==> src/rtl/filtered_pulse_gen.sv <==
// rtl/filtered_pulse_gen.sv - burst generator of low/high shaped pulses for the filtered edge link
module filtered_pulse_gen #(
    parameter int HIGH_CYCLES = 6,
    parameter int LOW_CYCLES  = 6,
    parameter int CNT_W       = 8
) (
    input  logic             clk,
    input  logic             reset,
    input  logic             start,
    input  logic [CNT_W-1:0] num_pulses,
    input  logic             abort,
    output logic             q,
    output logic             busy,
    output logic             done,
    output logic [CNT_W-1:0] pulses_sent
);

    localparam int MAX_CYC = (HIGH_CYCLES > LOW_CYCLES) ? HIGH_CYCLES : LOW_CYCLES;
    localparam int PH_W    = $clog2(MAX_CYC + 1);
    localparam logic [PH_W-1:0] LOW_LAST  = PH_W'(LOW_CYCLES - 1);
    localparam logic [PH_W-1:0] HIGH_LAST = PH_W'(HIGH_CYCLES - 1);

    typedef enum logic [2:0] {
        IDLE,
        LOW,
        HIGH,
        TAIL,
        FIN
    } state_t;

    state_t           state;
    logic [PH_W-1:0]  phase;
    logic [CNT_W-1:0] remaining;

    always_ff @(posedge clk) begin
        if (reset) begin
            state       <= IDLE;
            phase       <= '0;
            remaining   <= '0;
            q           <= 1'b0;
            busy        <= 1'b0;
            done        <= 1'b0;
            pulses_sent <= '0;
        end else begin
            done <= 1'b0;
            case (state)
                IDLE: begin
                    if (start) begin
                        pulses_sent <= '0;
                        phase       <= '0;
                        if (num_pulses != '0) begin
                            remaining <= num_pulses;
                            busy      <= 1'b1;
                            state     <= LOW;
                        end else begin
                            done  <= 1'b1;
                            state <= FIN;
                        end
                    end
                end
                LOW, HIGH, TAIL: begin
                    // Abort wins over any phase completion; a cut-short high run is not counted.
                    if (abort) begin
                        state     <= IDLE;
                        phase     <= '0;
                        remaining <= '0;
                        q         <= 1'b0;
                        busy      <= 1'b0;
                    end else if (state == LOW) begin
                        if (phase == LOW_LAST) begin
                            state <= HIGH;
                            phase <= '0;
                            q     <= 1'b1;
                        end else begin
                            phase <= phase + 1'b1;
                        end
                    end else if (state == HIGH) begin
                        if (phase == HIGH_LAST) begin
                            phase       <= '0;
                            q           <= 1'b0;
                            remaining   <= remaining - 1'b1;
                            pulses_sent <= pulses_sent + 1'b1;
                            state       <= (remaining == CNT_W'(1)) ? TAIL : LOW;
                        end else begin
                            phase <= phase + 1'b1;
                        end
                    end else begin
                        if (phase == LOW_LAST) begin
                            state <= FIN;
                            phase <= '0;
                            busy  <= 1'b0;
                            done  <= 1'b1;
                        end else begin
                            phase <= phase + 1'b1;
                        end
                    end
                end
                FIN: begin
                    state <= IDLE;
                end
                default: begin
                    state <= IDLE;
                    phase <= '0;
                    q     <= 1'b0;
                    busy  <= 1'b0;
                end
            endcase
        end
    end

endmodule

==> config.mk <==
export PLATFORM = sky130hd
export DESIGN_NAME = filtered_pulse_gen
export DESIGN_NICKNAME = d
export VERILOG_FILES = /design/src/rtl/filtered_pulse_gen.sv
export SDC_FILE = /design/constraint.sdc
export NUM_CORES = 1
export LEC_CHECK = 0
export BUFFER_PORTS_ARGS = -buffer_cell sky130_fd_sc_hd__buf_2
export CAP_MARGIN = 20
export CORE_MARGIN = 2
export CORE_UTILIZATION = 30
export CTS_CLUSTER_DIAMETER = 120
export DETAILED_ROUTE_END_ITERATION = 6
export GPL_TIMING_DRIVEN = 0
export SYNTH_ARGS = -nofsm -noshare
export SYNTH_HDL_FRONTEND = slang
export SYNTH_SLANG_ARGS = --single-unit
==> constraint.sdc <==
create_clock -name clk -period 2.6 [get_ports clk]
set_clock_uncertainty 0.2 [all_clocks]
set_input_delay 0.26 -clock clk [delete_from_list [all_inputs] [get_ports clk]]
set_output_delay 0.26 -clock clk [all_outputs]
set_load 0.005 [all_outputs]
* After elaboration in Yosys (flattened, before gate mapping) *
Index checks and enable logic that the tools add are counted.

storage, ports and cells
  bits in registers = 25
  input port bits = 12
  output and inout bits = 11
  logic and storage cells = 86

cells by class
  $add $sub $neg = 3
  eq/ne operators = 17
  mux-type cells = 46
  bitwise gates (word level) = 2
  reduce and logical (&&, ||, !) cells = 11

operators with widths
  operator                                             number
  two-way mux 8 bit                                    11
  two-way mux 3 bit                                    11
  one-hot mux 8 bit (2 select lines)                   2
  AND reduction 6 bit                                  3
  two-way mux 1 bit                                    16
  inequality test 2 bit, second input constant         6
  inequality test 3 bit, second input constant         4
  one-hot mux 3 bit (3 select lines)                   1
  adder 8 x 1 -> 8 bit, second input constant          1
  equality test 8 x 1 -> 1 bit, second input constant  1
  nonzero test 8 bit                                   1
  subtractor 8 x 1 -> 8 bit, second input constant     1
  equality test 3 x 2 -> 1 bit, second input constant  2
  equality test 3 bit, second input constant           2
  one-hot mux 3 bit (2 select lines)                   1
  inequality test 4 bit, second input constant         1
  one-hot mux 1 bit (2 select lines)                   2
  AND reduction 2 bit                                  2
  adder 3 x 1 -> 3 bit, second input constant          1
  equality test 3 x 1 -> 1 bit, second input constant  1
  logical NOT 3 bit                                    1
  one-hot mux 1 bit (3 select lines)                   1
  AND reduction 3 bit                                  1
  OR reduction 3 bit                                   1
  4 further kinds                                      5

* Longest topological paths before layout *
Gate-level depths: netlist (run 1).

  depth in word-level cells = 7
  mapped depth = 6
  depth with buffers taken out = 6

* Worst setup path after synthesis (run 1) *
OpenSTA, ideal clock, no wires.

  kind = input port to flip-flop
  from = input port abort
  to = register pulses_sent[7]
  library setup time = 0.072 ns
  arrival = 1.387 ns
  required time = 2.328 ns
  slack = 0.942 ns
  stages = 6
  path buffers = 2
  path through = clkbuf_1 > nand2b_1 > o21a_1 > buf_2 > nor4_2 > mux2i_1

between the ends
  word-level cells in the longest chain between the ends = 2

RTL lines
  what                             line  source
  start: declaration               11    input logic abort,
  inequality test 2 bit (no line)  -
  AND reduction 6 bit (no line)    -
  end signal: assignment           82    pulses_sent <= pulses_sent + 1'b1;
  end: declaration                 15    output logic [CNT_W-1:0] pulses_sent

Every way passes these cells.
A chain may end at the register's enable or synchronous reset.

* Worst setup path in the final report (run 1) *
  from = register state[0]
  to = register pulses_sent[6]

between the ends
  word-level cells in the longest chain between the ends = 4
  elaborated cells between the ends (all ways) = 13
  those cells by class = 8 x eq/ne; 1 x mux; 4 x reduce/logical

RTL lines
  what                                                                          line    source
  start: declaration                                                            31      state_t state;
  start signal: assignment                                                      83      state <= (remaining == CNT_W'(1)) ? TAIL : LOW;
  equality test 3 x 1 -> 1 bit (tied with other cells)                          46, 69
  OR reduction 3 bit                                                            46      case (state)
  inequality test 2 bit (no line) / nonzero test 2 bit (equally long branches)  -
  AND reduction 6 bit (no line)                                                 -

Parallel ways exist; a longest one is shown, timed or not.

==> impl_metrics.tcl, run 1 <==
set metrics [dict create \
    run_status "complete, no violations" \
    synth.top_cell.area_share_pct 32.3 \
    grt_max_degree 15 \
    holdCritPathClass "input pin to flip-flop" \
    postLayoutCoreUtil_pct 35.5 \
    comb_power_share_pct 20.9 \
    p_switching_w 0.000261 \
    grt_util_all_layers_pct 15.6 \
    ys_dominant_reg_cell "dfxtp_1" \
    antennaDiodeCount 0 \
    grt_pass1_vias 1458 \
    place.port_buffers 21 \
    ctsHtreeMaxLevel 1 \
    clock_tree_from_tritoncts "done" \
    netlist-cell-type-count 58 \
    regArea_um2 500 \
    hpwlAfterDp_mm 2.97 \
    antenna_left 0 \
    cp-start-kind "flip-flop" \
    final_nets 225 \
    cts.repair.resized 0 \
    setup-violations-final 0 \
    wl_per_cell_um 14.2 \
    fillCellCount 536 \
    die_area_um2 5760 \
    path_cells "buf_2 -> nor4b_1 -> nor2_1 -> o311ai_1 -> o41ai_1" \
    grt_first_pass_wirelength_mm 6.87 \
    timing_worst_slew_pin_value_ps 691 \
    yosys-top-cells-area "dfxtp_1 (32%), a21oi_1 (3.6%), nor2_1 (2.9%)" \
    die_w_um 75.9 \
    max_freq_mhz 509 \
    p_clk_share_pct 28.8 \
    rsz0062_at_grt "no" \
    netlist_area_um2 1550 \
    clkTransAtPathRegs_ps 90 \
    insertion_delay_ps 280 \
    drc 0 \
    cts_buffers 3 \
    leakagePower_nw 0.648 \
    timing.final.crit_share_pct 75.5 \
    synthDominantAreaCellType "dfxtp_1" \
    placement_rows 26 \
    power.ir.vdd_worst_mv 0.162 \
    synth_cells 184 \
    pwr-share-seq_pct 50.3 \
    io_pins 23 \
    overflow 0 \
    postCtsSetupRepairBufs 0 \
    crit_type "flip-flop to flip-flop" \
    dr_total_vias 1527 \
    yosys.cell_count.top_type "dfxtp_1" \
    ys_seq_elements 25 \
    clk_root_buffer_cell "clkbuf_8" \
    totalNegativeSetupSlack_ps 0 \
    drt-initial-drc-count 114 \
    switching_share_pct 30.9 \
    grt_antenna_before_repair 0 \
    cellInternalPower_w 0.000584 \
    synth-edff-count 0 \
    layout_area_growth_over_synthesis_pct 15.4 \
    total_count_of_hold_check_failures_in_the_final_report 0 \
    total_power_w 0.000845 \
    slew_headroom_pct 53.3 \
    gpl.final_weighted_congestion 0.840 \
    core-area_um2 5040 \
    hold_slack_ps 51.6 \
    data_required_time_of_the_worst_path_ps 2560 \
    yosys_warnings 0 \
    cp_capture_type "flip-flop" \
    avgSynthCellArea_um2 8.43 \
    total_power_density_per_cell_area_nw_per_um2 472 \
    sequential_share_of_the_synthesized_area_pct 32.3 \
    multiInputGateArea_um2 972 \
    number_of_sinks_on_the_clock_net 25 \
    clk_path_buf_depth 2 \
    post_cts_hold_buffer_count 0 \
    timing_max_transition_violations_final 0 \
    vias_per_cell 5.47 \
    wirelength_mm 3.96 \
    worst-endpoint-arrival_ps 1920 \
    synth_nets 199 \
    synth_async_sr_flop_share_pct 0 \
    yosys-top-cells-count "dfxtp_1 (25), nor2_1 (12), a21oi_1 (11)" \
    worst_path_max_delay_cell "nor4b_1" \
    critPathMaxStageDelay_ps 650 \
    cp_max_fo 10 \
    layout_cell_share_with_drive_strength_beyond_1_pct 18.7 \
    start_util_pct 30.7 \
    reg2reg_slack_ps 640 \
    dr.pass1.iters 4 \
    fin_crit_ps 1960 \
    max_cap_violations 0 \
    die_h_um 75.9 \
]
## layer usage
metal / track usage (%) / wire [um] / share of wire [%]
met1: 22.1 / 1920 / 48
met2: 23.7 / 1840 / 46
met3: 2.12 / 105 / 2.7
met4: 6.63 / 96 / 2.4
met5: 0 / 0 / 0
## kinds of logic after synthesis
group	share of synthesized area [%]
fa+ha+maj	2.42
compound gates	30.5
mux	2.58
flops	32.3
buf+inv	5.00
xor+xnor	1.13
simple gates	26.1
## cell type report
class                      count  share of cell area (%)
buffer                        10                    2.45
inverter                       9                    1.89
sequential                    25                    28.0
tap                           70                    4.90
multi-input combinational    140                    54.3
clock buffer                   3                    2.31
clock inverter                 1                   0.280
timing repair buffer          21                    5.87
## power by group through the flow
stage | registers (W) | logic (W) | clock network, W
final | 0.000425 | 0.000177 | 0.000243
after global routing | 0.000429 | 0.000200 | 0.000266
after CTS | 0.000425 | 0.000176 | 0.000247
after global placement | 0.000433 | 0.000174 | 0
after floorplan | 0.000428 | 0.000129 | 0
after detailed placement | 0.000433 | 0.000175 | 0
## metrics by stage
| stage | setup slack (ps) | std cells | instance area, um^2 |
|---|---|---|---|
| floorplan | 942 | 184 | 1550 |
| CTS | 642 | 279 | 1790 |
| global route | 435 | 279 | 1790 |
| global placement | 671 | 275 | 1740 |
| detailed placement | 685 | 275 | 1740 |
| finish | 636 | 279 | 1790 |
## state kept, by name, summed over array words and instances (netlist names)
register and cells:
remaining 8, pulses_sent 8, phase 3, q 1, state 3, done 1, busy 1
## critical path, delay by kind of cell (launching register included)
family / cells / cell delay [ps]
buffers and inverters: 1 / 200
flip-flops: 1 / 360
AND/OR/NAND/NOR: 2 / 820
AO/OA/AOI/OAI: 2 / 260
## layout by cell type, fill, tap and decap left out, types with 4 or more instances in the layout
| master | n |
|---|---|
| a21oi_1 | 11 |
| nand2b_1 | 4 |
| or3_1 | 5 |
| nor3_1 | 8 |
| dfxtp_1 | 25 |
| mux2i_1 | 4 |
| nand3_1 | 7 |
| o31ai_1 | 4 |
| a32oi_1 | 5 |
| nor2_1 | 12 |
| buf_2 | 26 |
| inv_1 | 9 |
| or4_1 | 4 |
| clkbuf_1 | 5 |
| nand2_1 | 10 |
## path summary, 6_finish.rpt
| check | from | endpoint | depth (start not counted) |
|---|---|---|---|
| hold reg to reg | pulses_sent[7] | pulses_sent[7] | 2 |
| setup reg to reg | state[0] | pulses_sent[6] | 5 |
| setup / recovery | state[0] | pulses_sent[6] | 5 |
| hold / removal | num_pulses[5] | remaining[5] | 3 |
No activity file was read; power rests on OpenSTA's default activity.
==> run 2: changes to the inputs <==
==> constraint.sdc (replaced) <==
create_clock -name clk -period 1.7 [get_ports clk]
set_clock_uncertainty 0.2 [all_clocks]
set_input_delay 0.17 -clock clk [delete_from_list [all_inputs] [get_ports clk]]
set_output_delay 0.17 -clock clk [all_outputs]
set_load 0.005 [all_outputs]
==> run 2 against run 1 <==
Effect of this change: the run now ends with negative setup slack left; maximum frequency up 14%; via count up 9.1%; design area up 20%; clock power up 54%; flip-flop and latch count unchanged; worst hold slack worse by 33 ps; sequential share of layout area down 3.6 points; final cell count up 5.7%; combinational power up 120%; critical endpoint is now remaining[5]; highest routed layer unchanged.
==> impl_metrics.tcl, run 2 (same netlist as run 1, synthesis figures left out) <==
set metrics [dict create \
    timing_worst_slew_pin_value_ps 543 \
    worst_hold_depth 3 \
    number_of_sinks_on_the_clock_net 25 \
    post_route_insts_no_fill 295 \
    timing.critical_path.buf_inv 0 \
    preCtsSetupSlack_ps -213 \
    fillCellCount 488 \
    leakagePower_nw 0.790 \
    met1_length_mm 2.04 \
    total_power_w 0.00142 \
    max_freq_mhz 581 \
    die_h_um 75.9 \
    critical_path.reg2reg.startpoint "remaining[1]" \
    cts_buffers 3 \
    die_area_um2 5760 \
    run_status "complete, but fails checks" \
    layout_cell_share_with_drive_strength_beyond_1_pct 38.2 \
    clkTransAtPathRegs_ps 90 \
    fin_crit_ps 1720 \
    wirelength_mm 4.68 \
    worst-endpoint-arrival_ps 1680 \
    vias_per_cell 5.65 \
    worstRegToRegCells 4 \
    wl_per_cell_um 15.8 \
    violations_in_the_final_reports "negative setup slack" \
    layout_area_growth_over_synthesis_pct 38.1 \
    clock_tree_from_tritoncts "done" \
    placement_rows 26 \
    path_cells "or4_4 -> o21a_1 -> o211ai_1 -> a31oi_1" \
    final_nets 241 \
    dr_total_vias 1666 \
    grt_util_all_layers_pct 16.2 \
    slew_headroom_pct 63.5 \
    hpwlAfterDp_mm 2.97 \
    dr.pass1.iters 4 \
    data_required_time_of_the_worst_path_ps 1660 \
    drt-initial-drc-count 157 \
    layout_common_cells "buf_2 (22), dfxtp_1 (14), buf_4 (13)" \
    timing.final.crit_share_pct 101 \
    detailroute.wirelength.met3_um 206 \
    grt_first_pass_wirelength_mm 7.09 \
    start_util_pct 30.7 \
    setup-violations-final 1 \
    final_common_cell "buf_2" \
    hold_start "reset" \
    detailroute.wirelength.met2_mm 2.29 \
    reg2reg_slack_ps -20 \
    total_power_density_per_cell_area_nw_per_um2 663 \
    drc 0 \
    power.ir.vdd_worst_mv 0.257 \
    cp_capture_type "flip-flop" \
    family_with_the_most_delay_on_the_worst_path "simple AND/OR/NAND/NOR gates" \
    die_w_um 75.9 \
    io_pins 23 \
    antenna_left 0 \
    cp-start-kind "flip-flop" \
    core-area_um2 5040 \
    placed_cells 275 \
    hold_slack_ps 18.6 \
    critPathMaxStageDelay_ps 560 \
    rr_endpoint "remaining[5]" \
    grt_pass1_vias 1529 \
    ctsHtreeMaxLevel 1 \
    top_signal_layer_used "met4" \
    worst_path_max_delay_cell "or4_4" \
    timing_max_transition_violations_final 0 \
    crit_type "flip-flop to flip-flop" \
    gpl.final_weighted_congestion 0.840 \
    setup_ws_ps -21.0 \
    insertion_delay_ps 280 \
    rsz0062_at_grt "yes" \
    clk_root_buffer_cell "clkbuf_8" \
    total_count_of_hold_check_failures_in_the_final_report 0 \
    grt_antenna_before_repair 0 \
    hold_end "pulses_sent[5]" \
    grt_max_degree 15 \
    antennaDiodeCount 0 \
    holdCritPathClass "input pin to flip-flop" \
    place.port_buffers 21 \
    top_regs "pulses_sent (8), remaining (8)" \
    clk_path_buf_depth 2 \
    cp_max_fo 4 \
    overflow 0 \
    max_cap_violations 0 \
]
[run 2: changes by cell type in the layout (fill, tap and decap cells not counted), sizes merged]
| cell | delta |
|---|---|
| buf | +14 |
| dlygate4sd3 | +2 |
[run 2: cell type report]
type                       instances  area [um^2]  area share, %
sequential                        25          522           24.4
timing repair buffer              37          231           10.8
inverter                           9         33.8           1.58
tap                               70         87.6           4.09
clock buffer                       3         41.3           1.93
clock inverter                     1         5.00          0.234
multi-input combinational        140         1140           53.1
buffer                            10         82.6           3.86
[run 2: tightest hold or removal path, stage by stage]
cell	delay (ps)
buf_2	130
or3_1	110
o41ai_1	50
[run 2: per-layer routing]
layer  vias up  global-route usage (%)
met1       805                    21.8
li1        802                       -
met3        11                    2.38
met5         -                       0
met4         0                    7.99
met2        48                    25.1
[run 2: per-stage QoR]
stage	instance area, um^2	setup TNS, ps	util, %
floorplan	1550	0	-
CTS	1960	0	39.0
global placement	1740	-2700	34.6
finish	2140	-21.0	42.5
detailed placement	1740	-2570	34.6
global route	2140	-408	42.5
[run 2: what timing repair did]
action	4_1_cts	5_1_grt
gates resized for setup	30	33
endpoints found under the hold margin	2	0
cloned	0	1
hold buffers	2	0
endpoints found under the setup margin	19	17
setup buffers	5	8
pin swaps	2	10
[run 2: worst max-delay path by stage]
stage / start / endpoint / cells after the start
global route: remaining[0] / remaining[5] / 4
detailed placement: state[0] / pulses_sent[6] / 5
floorplan: state[1] / remaining[6] / 6
CTS: remaining[0] / remaining[5] / 4
global placement: state[0] / pulses_sent[6] / 5
finish: remaining[1] / remaining[5] / 4
[run 2: report_power, final]
group	total [W]	internal, W	leakage [nW]	switching (W)
clock	0.000374	0.000165	0.0255	0.000210
sequential	0.000662	0.000614	0.210	0.0000482
combinational	0.000382	0.000186	0.555	0.000196
total	0.00142	0.000965	0.790	0.000454
==> run 3: changes to the inputs <==
==> constraint.sdc (replaced) <==
create_clock -name clk -period 1.7 [get_ports clk]
set_clock_uncertainty 0.2 [all_clocks]
set_input_delay 0.17 -clock clk [delete_from_list [all_inputs] [get_ports clk]]
set_output_delay 0.17 -clock clk [all_outputs]
set_load 0.1 [all_outputs]
==> run 3 against run 2 <==
Effect of this change: the flow finishes with violations (negative hold slack); global-route usage is 0.23 points lower; critical path depth unchanged; non-clock buffer count is 8 lower; count of clock-buffer cells in the layout unchanged; sequential power decreased by 0.9%; via count shrank 4.2%; final cell count decreased by 2.7%; worst setup slack gained 22 ps; clock power shrank 1%; first-iteration DRC count shrank 40%; register-to-register slack improved by 20 ps; critical path type unchanged.
==> impl_metrics.tcl, run 3 (same netlist as run 1, synthesis figures left out) <==
set metrics [dict create \
    grt_util_all_layers_pct 15.9 \
    crit_type "flip-flop to flip-flop" \
    post-route-cell-area_um2 2120 \
    hold_slack_ps -9.36 \
    top_regs "pulses_sent (8), remaining (8)" \
    wl_per_cell_um 15.2 \
    setup-violations-final 0 \
    place.port_buffers 21 \
    clk_path_buf_depth 2 \
    die_area_um2 5760 \
    ctsHtreeMaxLevel 1 \
    gpl.final_weighted_congestion 0.851 \
    timing.final.crit_share_pct 99.9 \
    grt_pass1_vias 1485 \
    max_cap_violations 0 \
    clk_root_buffer_cell "clkbuf_8" \
    power.ir.vdd_worst_mv 0.287 \
    insertion_delay_ps 280 \
    placement_rows 26 \
    worst_hold_depth 3 \
    drc 0 \
    final_nets 233 \
    hold_end "remaining[7]" \
    post_dp_cell_area_um2 1770 \
    critical_path.reg2reg.startpoint "phase[1]" \
    run_status "complete, but fails checks" \
    holdCritPathClass "input pin to flip-flop" \
    number_of_sinks_on_the_clock_net 25 \
    cp-start-kind "flip-flop" \
    post_route_insts_no_fill 287 \
    hold_start "num_pulses[7]" \
    layout_area_growth_over_synthesis_pct 36.6 \
    dr.pass1.iters 5 \
    io_pins 23 \
    total_power_density_per_cell_area_nw_per_um2 667 \
    overflow 0 \
    antenna_left 0 \
    antennaDiodeCount 0 \
    layout_common_cells "buf_2 (21), nor2_1 (10), nand2_1 (10)" \
    fin_crit_ps 1700 \
    grt_antenna_before_repair 0 \
    placed_cells 275 \
    die_h_um 75.9 \
    timing_worst_slew_pin_value_ps 531 \
    rsz0062_at_grt "yes" \
    reg2reg_slack_ps 1 \
    leakagePower_nw 0.748 \
    grt_first_pass_wirelength_mm 7.09 \
    data_required_time_of_the_worst_path_ps 1710 \
    total_count_of_hold_check_failures_in_the_final_report 1 \
    die_w_um 75.9 \
    totalNegativeSetupSlack_ps 0 \
    cp_capture_type "flip-flop" \
    timing_max_transition_violations_final 0 \
    dr_total_vias 1596 \
    grt_max_degree 15 \
    wirelength_mm 4.36 \
    worst-endpoint-arrival_ps 1710 \
    rr_endpoint "pulses_sent[3]" \
    start_util_pct 30.7 \
    slew_headroom_pct 64.6 \
    worstRegToRegCells 4 \
    drt-initial-drc-count 94 \
    clkTransAtPathRegs_ps 90 \
    max_freq_mhz 589 \
    layout_cell_share_with_drive_strength_beyond_1_pct 38.7 \
    cts_buffers 3 \
    hpwlAfterDp_mm 2.90 \
    core-area_um2 5040 \
    cp_max_fo 6 \
    clock_tree_from_tritoncts "done" \
    postLayoutCoreUtil_pct 42.0 \
    vias_per_cell 5.56 \
    violations_in_the_final_reports "negative hold slack" \
    final_common_cell "buf_2" \
]
-- run 3: final cells by class --
type / instances / area, um^2
clock buffers: 3 / 41.3
multi-input cells: 140 / 1160
repair buffers: 29 / 171
fillers: 487 / 2930
plain buffers: 10 / 78.8
well taps: 70 / 87.6
inverters: 9 / 33.8
clock inverters: 1 / 5.00
flip-flops and latches: 25 / 538
-- run 3: timing repair --
item	CTS	global route
hold buffers	1	0
setup endpoints to repair	20	17
gates resized for setup	32	28
pin swaps	2	12
buffers inserted	3	4
hold endpoints to repair	1	0
-- run 3: worst max path at each step --
stage / endpoint / from / slack [ps] / depth (start not counted)
final: pulses_sent[3] / phase[1] / 1 / 4
after global routing: pulses_sent[3] / phase[1] / -40 / 4
after CTS: remaining[6] / state[1] / -0.1 / 6
after detailed placement: pulses_sent[6] / state[0] / -220 / 5
after global placement: pulses_sent[6] / state[0] / -250 / 5
after floorplan: pulses_sent[7] / pulses_sent[4] / 9 / 4
-- run 3: metrics by stage --
stage / setup slack [ps] / hold WS (ps) / total power, W
floorplan: 8.62 / 126 / 0.000882
global route: -41.0 / 0.997 / 0.00149
CTS: -0.0953 / 0.329 / 0.00138
finish: 1.35 / -9.36 / 0.00141
detailed placement: -223 / 263 / 0.000960
global placement: -248 / 256 / 0.000959
-- run 3: metal layers --
| metal | vias up | track usage (%) | routed length [um] |
|---|---|---|---|
| met5 | - | 0 | 0 |
| met4 | 0 | 5.65 | 56 |
| li1 | 790 | - | - |
| met2 | 35 | 24.2 | 2110 |
| met3 | 4 | 2.25 | 161 |
| met1 | 767 | 22.9 | 2040 |
-- run 3: worst max-delay path, cell delays in order, from the launching register on --
cell and delay, ps:
dfxtp_4 370, nand3b_1 180, o21a_2 270, or4_4 480
a21oi_2 120
-- run 3: power breakdown --
part	switching [W]	leakage [nW]	internal, W
registers	0.0000471	0.213	0.000609
logic	0.000222	0.509	0.000164
clock network	0.000205	0.0255	0.000165
total	0.000474	0.748	0.000937
